[src/rtl/fwd_hazard_unit.sv]
// EX-stage operand forwarding for NUM_SRC sources, load-use hazard detection with a
// LOAD_LAT-cycle stall FSM, and saturating forward/stall event counters.
module fwd_hazard_unit #(
    parameter int REG_AW   = 5,
    parameter int NUM_SRC  = 2,
    parameter int LOAD_LAT = 1,
    parameter int CNT_W    = 16
) (
    input  logic                        clk_i,
    input  logic                        rst_i,
    input  logic [NUM_SRC*REG_AW-1:0]   ifid_rs_i,
    input  logic [NUM_SRC-1:0]          ifid_rs_used_i,
    input  logic [NUM_SRC*REG_AW-1:0]   idex_rs_i,
    input  logic [REG_AW-1:0]           idex_rd_i,
    input  logic                        idex_memread_i,
    input  logic [REG_AW-1:0]           exmem_rd_i,
    input  logic                        exmem_regwrite_i,
    input  logic [REG_AW-1:0]           memwb_rd_i,
    input  logic                        memwb_regwrite_i,
    input  logic                        flush_i,
    input  logic                        clr_cnt_i,
    output logic [NUM_SRC*2-1:0]        fwd_sel_o,
    output logic                        stall_o,
    output logic                        bubble_o,
    output logic [CNT_W-1:0]            fwd_cnt_o,
    output logic [CNT_W-1:0]            stall_cnt_o,
    output logic                        dbg_state_o
);

    localparam int REM_W = $clog2(LOAD_LAT + 1);
    localparam logic [REM_W-1:0] REM_INIT = REM_W'(LOAD_LAT - 1);
    localparam logic [REM_W-1:0] REM_ONE  = REM_W'(1);
    localparam logic [CNT_W-1:0] CNT_MAX  = {CNT_W{1'b1}};

    typedef enum logic {IDLE = 1'b0, STALL = 1'b1} state_t;

    state_t                 state_q, state_d;
    logic [REM_W-1:0]       rem_q, rem_d;
    logic [NUM_SRC*2-1:0]   fwd_sel;
    logic                   rs_match;
    logic                   hz;
    logic                   stall_int;
    logic                   any_fwd;

    // Youngest producer (EX/MEM) wins; each stage zero-checks its own destination.
    always_comb begin
        fwd_sel = '0;
        for (int i = 0; i < NUM_SRC; i++) begin
            if (exmem_regwrite_i && exmem_rd_i != '0 &&
                idex_rs_i[i*REG_AW +: REG_AW] == exmem_rd_i)
                fwd_sel[i*2 +: 2] = 2'b10;
            else if (memwb_regwrite_i && memwb_rd_i != '0 &&
                     idex_rs_i[i*REG_AW +: REG_AW] == memwb_rd_i)
                fwd_sel[i*2 +: 2] = 2'b01;
        end
    end

    always_comb begin
        rs_match = 1'b0;
        for (int i = 0; i < NUM_SRC; i++) begin
            if (ifid_rs_used_i[i] && ifid_rs_i[i*REG_AW +: REG_AW] == idex_rd_i)
                rs_match = 1'b1;
        end
        hz = idex_memread_i && (idex_rd_i != '0) && rs_match;
    end

    always_ff @(posedge clk_i or posedge rst_i) begin
        if (rst_i) begin
            state_q <= IDLE;
            rem_q   <= '0;
        end else begin
            state_q <= state_d;
            rem_q   <= rem_d;
        end
    end

    // In STALL the ID/EX stage already holds a bubble, so hz is not re-evaluated.
    always_comb begin
        state_d   = state_q;
        rem_d     = rem_q;
        stall_int = 1'b0;
        if (flush_i) begin
            state_d = IDLE;
            rem_d   = '0;
        end else begin
            case (state_q)
                IDLE: begin
                    if (hz) begin
                        stall_int = 1'b1;
                        if (LOAD_LAT > 1) begin
                            state_d = STALL;
                            rem_d   = REM_INIT;
                        end
                    end
                end
                STALL: begin
                    stall_int = 1'b1;
                    rem_d     = rem_q - REM_ONE;
                    if (rem_q == REM_ONE)
                        state_d = IDLE;
                end
                default: begin
                    state_d = IDLE;
                    rem_d   = '0;
                end
            endcase
        end
    end

    assign fwd_sel_o   = rst_i ? '0 : fwd_sel;
    assign stall_o     = stall_int && !rst_i;
    assign bubble_o    = stall_int && !rst_i;
    assign any_fwd     = |fwd_sel_o;
    assign dbg_state_o = state_q;

    always_ff @(posedge clk_i or posedge rst_i) begin
        if (rst_i) begin
            fwd_cnt_o   <= '0;
            stall_cnt_o <= '0;
        end else if (clr_cnt_i) begin
            fwd_cnt_o   <= '0;
            stall_cnt_o <= '0;
        end else begin
            if (any_fwd && fwd_cnt_o != CNT_MAX)
                fwd_cnt_o <= fwd_cnt_o + 1'b1;
            if (stall_o && stall_cnt_o != CNT_MAX)
                stall_cnt_o <= stall_cnt_o + 1'b1;
        end
    end

endmodule

[config.mk]
export PLATFORM = sky130hd
export DESIGN_NAME = fwd_hazard_unit
export DESIGN_NICKNAME = d
export VERILOG_FILES = /design/src/rtl/fwd_hazard_unit.sv
export SDC_FILE = /design/constraint.sdc
export NUM_CORES = 1
export LEC_CHECK = 0
export ABC_AREA = 1
export CORE_AREA = 2 2 80 82
export CTS_CLUSTER_DIAMETER = 150
export DETAILED_ROUTE_END_ITERATION = 8
export DIE_AREA = 0 0 82 84
export PLACE_DENSITY = 0.87
export SKIP_LAST_GASP = 1
export SLEW_MARGIN = 20
export SYNTH_ARGS = -nofsm -noshare
export SYNTH_HDL_FRONTEND = slang
export SYNTH_SLANG_ARGS = --single-unit
[constraint.sdc]
create_clock -name clk_i -period 2.95 [get_ports clk_i]
set_input_delay 0.885 -clock clk_i [delete_from_list [all_inputs] [get_ports clk_i]]
set_output_delay 0.885 -clock clk_i [all_outputs]
set_load 0.01 [all_outputs]
==> results by stage <==
Die:
- The floorplan step defined a core boundary enclosing 0.00610 mm^2.
- The site row count is 29.
- Once the floorplan was initialized, standard cells occupied 46.2% of the core.
- The chip width is 82 um.
- The die covers 0.00689 mm^2.
- During I/O placement, the number of pins put on the boundary was 83.
- The die is 84 um tall.

Min path:
- The min-delay analysis places its worst path in the category reg2reg.
- In this run the most critical hold path is launched from rem_q$_DFFE_PP0P_.

Timing:
- In this run the tightest slew margin relative to its limit is 71.6%.
- The final hold violation count is 0.
- Once routing completed, OpenROAD measured the worst setup slack at 0.0943 ns.
- The number of slew-limit violations in the final report is 0.
- In the final timing run, aggregate negative setup slack is 0 ns.
- The maximum operating frequency is 350 MHz.
- The clock skew after layout is 0.00622 ns.
- The final setup violation count is 0.
- For the pin with the worst max-slew slack, the measured transition is 0.425 ns.
- The final critical-path share of the clock period is 96.8%.
- The final critical-path required period is 2.86 ns.
- The worst slack on hold paths is 0.448 ns.

Route:
- Detailed routing inserted a total of 3085 vias.
- The DRC violation count after routing is 0.
- The final antenna-violating net count is 0.
- After detailed routing, the average wire length per cell comes to 12.1 um.
- The number of DRC markers after the initial detailed-route iteration is 148.
- The final wirelength is 7300 um.
- The via-per-instance ratio is 5.12.
- The number of search-and-repair iterations in the first detailed-routing pass is 4.

Logic synthesis:
- The Yosys step of the flow raised 0 warnings.
- In this run the mean area of a mapped cell was 6.53 um^2.
- The number of nets in the synthesized netlist is 477.
- Yosys attributes the largest share of cell area to sky130_fd_sc_hd__dfrtp_1 (30%), sky130_fd_sc_hd__nand2_1 (17%), sky130_fd_sc_hd__nand3_1 (9.1%).
- The most frequent cell after synthesis is sky130_fd_sc_hd__nand2_1.
- The primary flip-flop cell chosen by synthesis mapping is sky130_fd_sc_hd__dfrtp_1.
- Sorting the synthesized cells by how often they occur yields sky130_fd_sc_hd__nand2_1 (126), sky130_fd_sc_hd__nor2_1 (56), sky130_fd_sc_hd__nand3_1 (51).
- Summed over its instances, the top area cell type makes up 30.2% of the synthesized netlist area.
- The synthesized design contains 0 enable-type register cells.
- The post-synth design cell area is 0.00282 mm^2.
- The flip-flop and latch count after synthesis is 34.
- The share of flip-flops with an asynchronous set or reset is 100%.
- In this run, distinct cell masters in the synthesized netlist total 31.
- The cell accounting for the most synthesized area is sky130_fd_sc_hd__dfrtp_1.
- The cell count after synthesis came out at 431.
- The fraction of the yosys area taken by sequential cells is 30.2%.

Place:
- Including well taps, the total number of placed cells is 590.
- In this run the tool buffered the top-level ports with 82 buffer cells.
- The placed instance area is 0.00378 mm^2.
- The worst setup timing slack at the placement stage is -0.632 ns.
- The placer's final routability congestion estimate is 0.940.
- The post-detailed-placement half-perimeter wirelength is 5550 um.

Clock tree:
- The maximum level of the CTS H-tree is 2.
- The tree is rooted in a sky130_fd_sc_hd__clkbuf_8.
- TritonCTS built the clock tree.
- The number of clock buffers added by TritonCTS is 5.
- The clock passes through at most 2 buffers.
- The insertion delay to the later sink of the worst-skew pair is 0.28 ns.
- For this design, the sink count on the clock tree is 34.
- The number of buffers added to fix hold violations after cts is 0.
- The CTS clock-pin slew for the worst setup and hold paths is 0.07 ns.

Worst setup path:
- The worst endpoint data arrival time is 1.97 ns.
- Of all nets on the critical path, the largest fanout is 3.
- The register-to-register path setup slack is 1.02 ns.
- By startpoint and endpoint, the worst setup path is classified as in2out.
- In this run the worst setup path begins at idex_rd_i[1].
- For the worst setup path, the data required time is 2.07 ns.
- The kind of end point of the critical path is an output pin.
- The kind of launch point of the worst setup path is a primary input.
- The startpoint identified for the worst register-to-register timing path is fwd_cnt_o[0]$_DFFE_PP0P_.

Finish:
- The repair_antennas step left the layout with diodes totalling 0.
- Leaving out filler cells and counting taps, the final layout contains 602.
- The fraction of final layout cells sized beyond drive strength 1 is 13.9%.
- The relative area change from synthesis to final layout is 36.7%.
- The post-route cell area is 0.00385 mm^2.
- The number of filler instances in the final layout is 569.
- The final core utilization is 63.2%.
- At the end of the flow, the number of nets in the layout was 570.

Global routing:
- The largest net degree at the start of global routing is 41.
- The number of global-route vias before repair came to 3017.
- The total routing resource utilization after global routing is 22.7%.
- Summed over all layers, the global routing overflow is 0.
- The number of antenna violations at the first check in global routing came to 0.
- The first global-routing pass estimated 12800 um of wire.

Power:
- The power after layout is 1.03 mW.
- The peak supply drop is 268 uV.
- The analysis attributes to cell leakage a power of 2.01 nW.
- For this design the ratio of total power to cell area is 267 mW/mm^2.

Job:
- Across the run, the number of max-cap violations was 0.

Run status:
- The run finished with clean final reports.
[state kept, by name, summed over array words and instances (netlist names)]
register / cells
dbg_state_o: 1
rem_q: 1
stall_cnt_o: 16
fwd_cnt_o: 16
[area by class of cell]
type / count / area, um^2 / area share [%]
Clock buffer: 7 / 86.3 / 2.24
Clock inverter: 1 / 5.00 / 0.130
Inverter: 55 / 206 / 5.36
Multi-Input combinational cell: 328 / 1700 / 44.1
Sequential cell: 34 / 851 / 22.1
Tap cell: 77 / 96.3 / 2.50
Timing Repair Buffer: 100 / 908 / 23.6
[where the power goes]
part	internal [mW]	total, mW	switching [mW]
Combinational	0.0906	0.202	0.111
Clock	0.188	0.348	0.160
Sequential	0.472	0.479	0.00735
Total	0.751	1.03	0.278
[routing by layer]
| layer | track usage, % | share of wire, % | vias to the layer above |
|---|---|---|---|
| li1 | - | - | 1562 |
| met3 | 2.92 | 4.7 | 8 |
| met5 | 0 | 0 | - |
| met2 | 39.0 | 51 | 106 |
| met1 | 29.1 | 43 | 1409 |
| met4 | 6.67 | 1.2 | 0 |
[cell usage in the layout (no fill, tap or decap), types with 16 or more instances in the layout]
cell and instances:
sky130_fd_sc_hd__buf_4 16, sky130_fd_sc_hd__clkdlybuf4s50_1 38, sky130_fd_sc_hd__dfrtp_1 34, sky130_fd_sc_hd__dlygate4sd2_1 27
sky130_fd_sc_hd__inv_1 38, sky130_fd_sc_hd__nand2_1 126, sky130_fd_sc_hd__nand3_1 50, sky130_fd_sc_hd__nand4_1 22
sky130_fd_sc_hd__nor2_1 52, sky130_fd_sc_hd__xor2_1 25
[cells by family after synthesis]
logic type | after synthesis | synth area share [%]
simple gates | 283 | 46.0
buf+inv | 69 | 10.3
flops | 34 | 30.2
xor+xnor | 33 | 10.3
compound gates | 10 | 2.40
fa+ha+maj | 2 | 0.888
[what timing repair did]
action | in CTS | in global routing
gates resized for setup | 66 | 19
pin swaps | 19 | 15
cloned | 0 | 0
setup buffers | 3 | 1
endpoints found under the setup margin | 6 | 6
[path summary, 6_finish.rpt]
path	cells after the start	end
max in group asynchronous	4	stall_cnt_o[15]$_DFFE_PP0P_
worst max-delay path	11	bubble_o
worst min-delay path	1	dbg_state_o$_DFF_PP0_
worst max register to register	10	fwd_cnt_o[1]$_DFFE_PP0P_
worst min register to register	1	dbg_state_o$_DFF_PP0_
min in group asynchronous	4	fwd_cnt_o[11]$_DFFE_PP0P_
[worst max-delay path, cell delays in order]
cell and delay (ns):
sky130_fd_sc_hd__dlygate4sd2_1 0.26, sky130_fd_sc_hd__inv_2 0.07, sky130_fd_sc_hd__o21ai_1 0.06, sky130_fd_sc_hd__nor2_1 0.14
sky130_fd_sc_hd__nand3_1 0.09, sky130_fd_sc_hd__nand2_1 0.06, sky130_fd_sc_hd__nand2_1 0.04, sky130_fd_sc_hd__nand2_1 0.07
sky130_fd_sc_hd__nand2_1 0.06, sky130_fd_sc_hd__nor2_2 0.10, sky130_fd_sc_hd__buf_2 0.14
(Power assumes the default switching activity.)
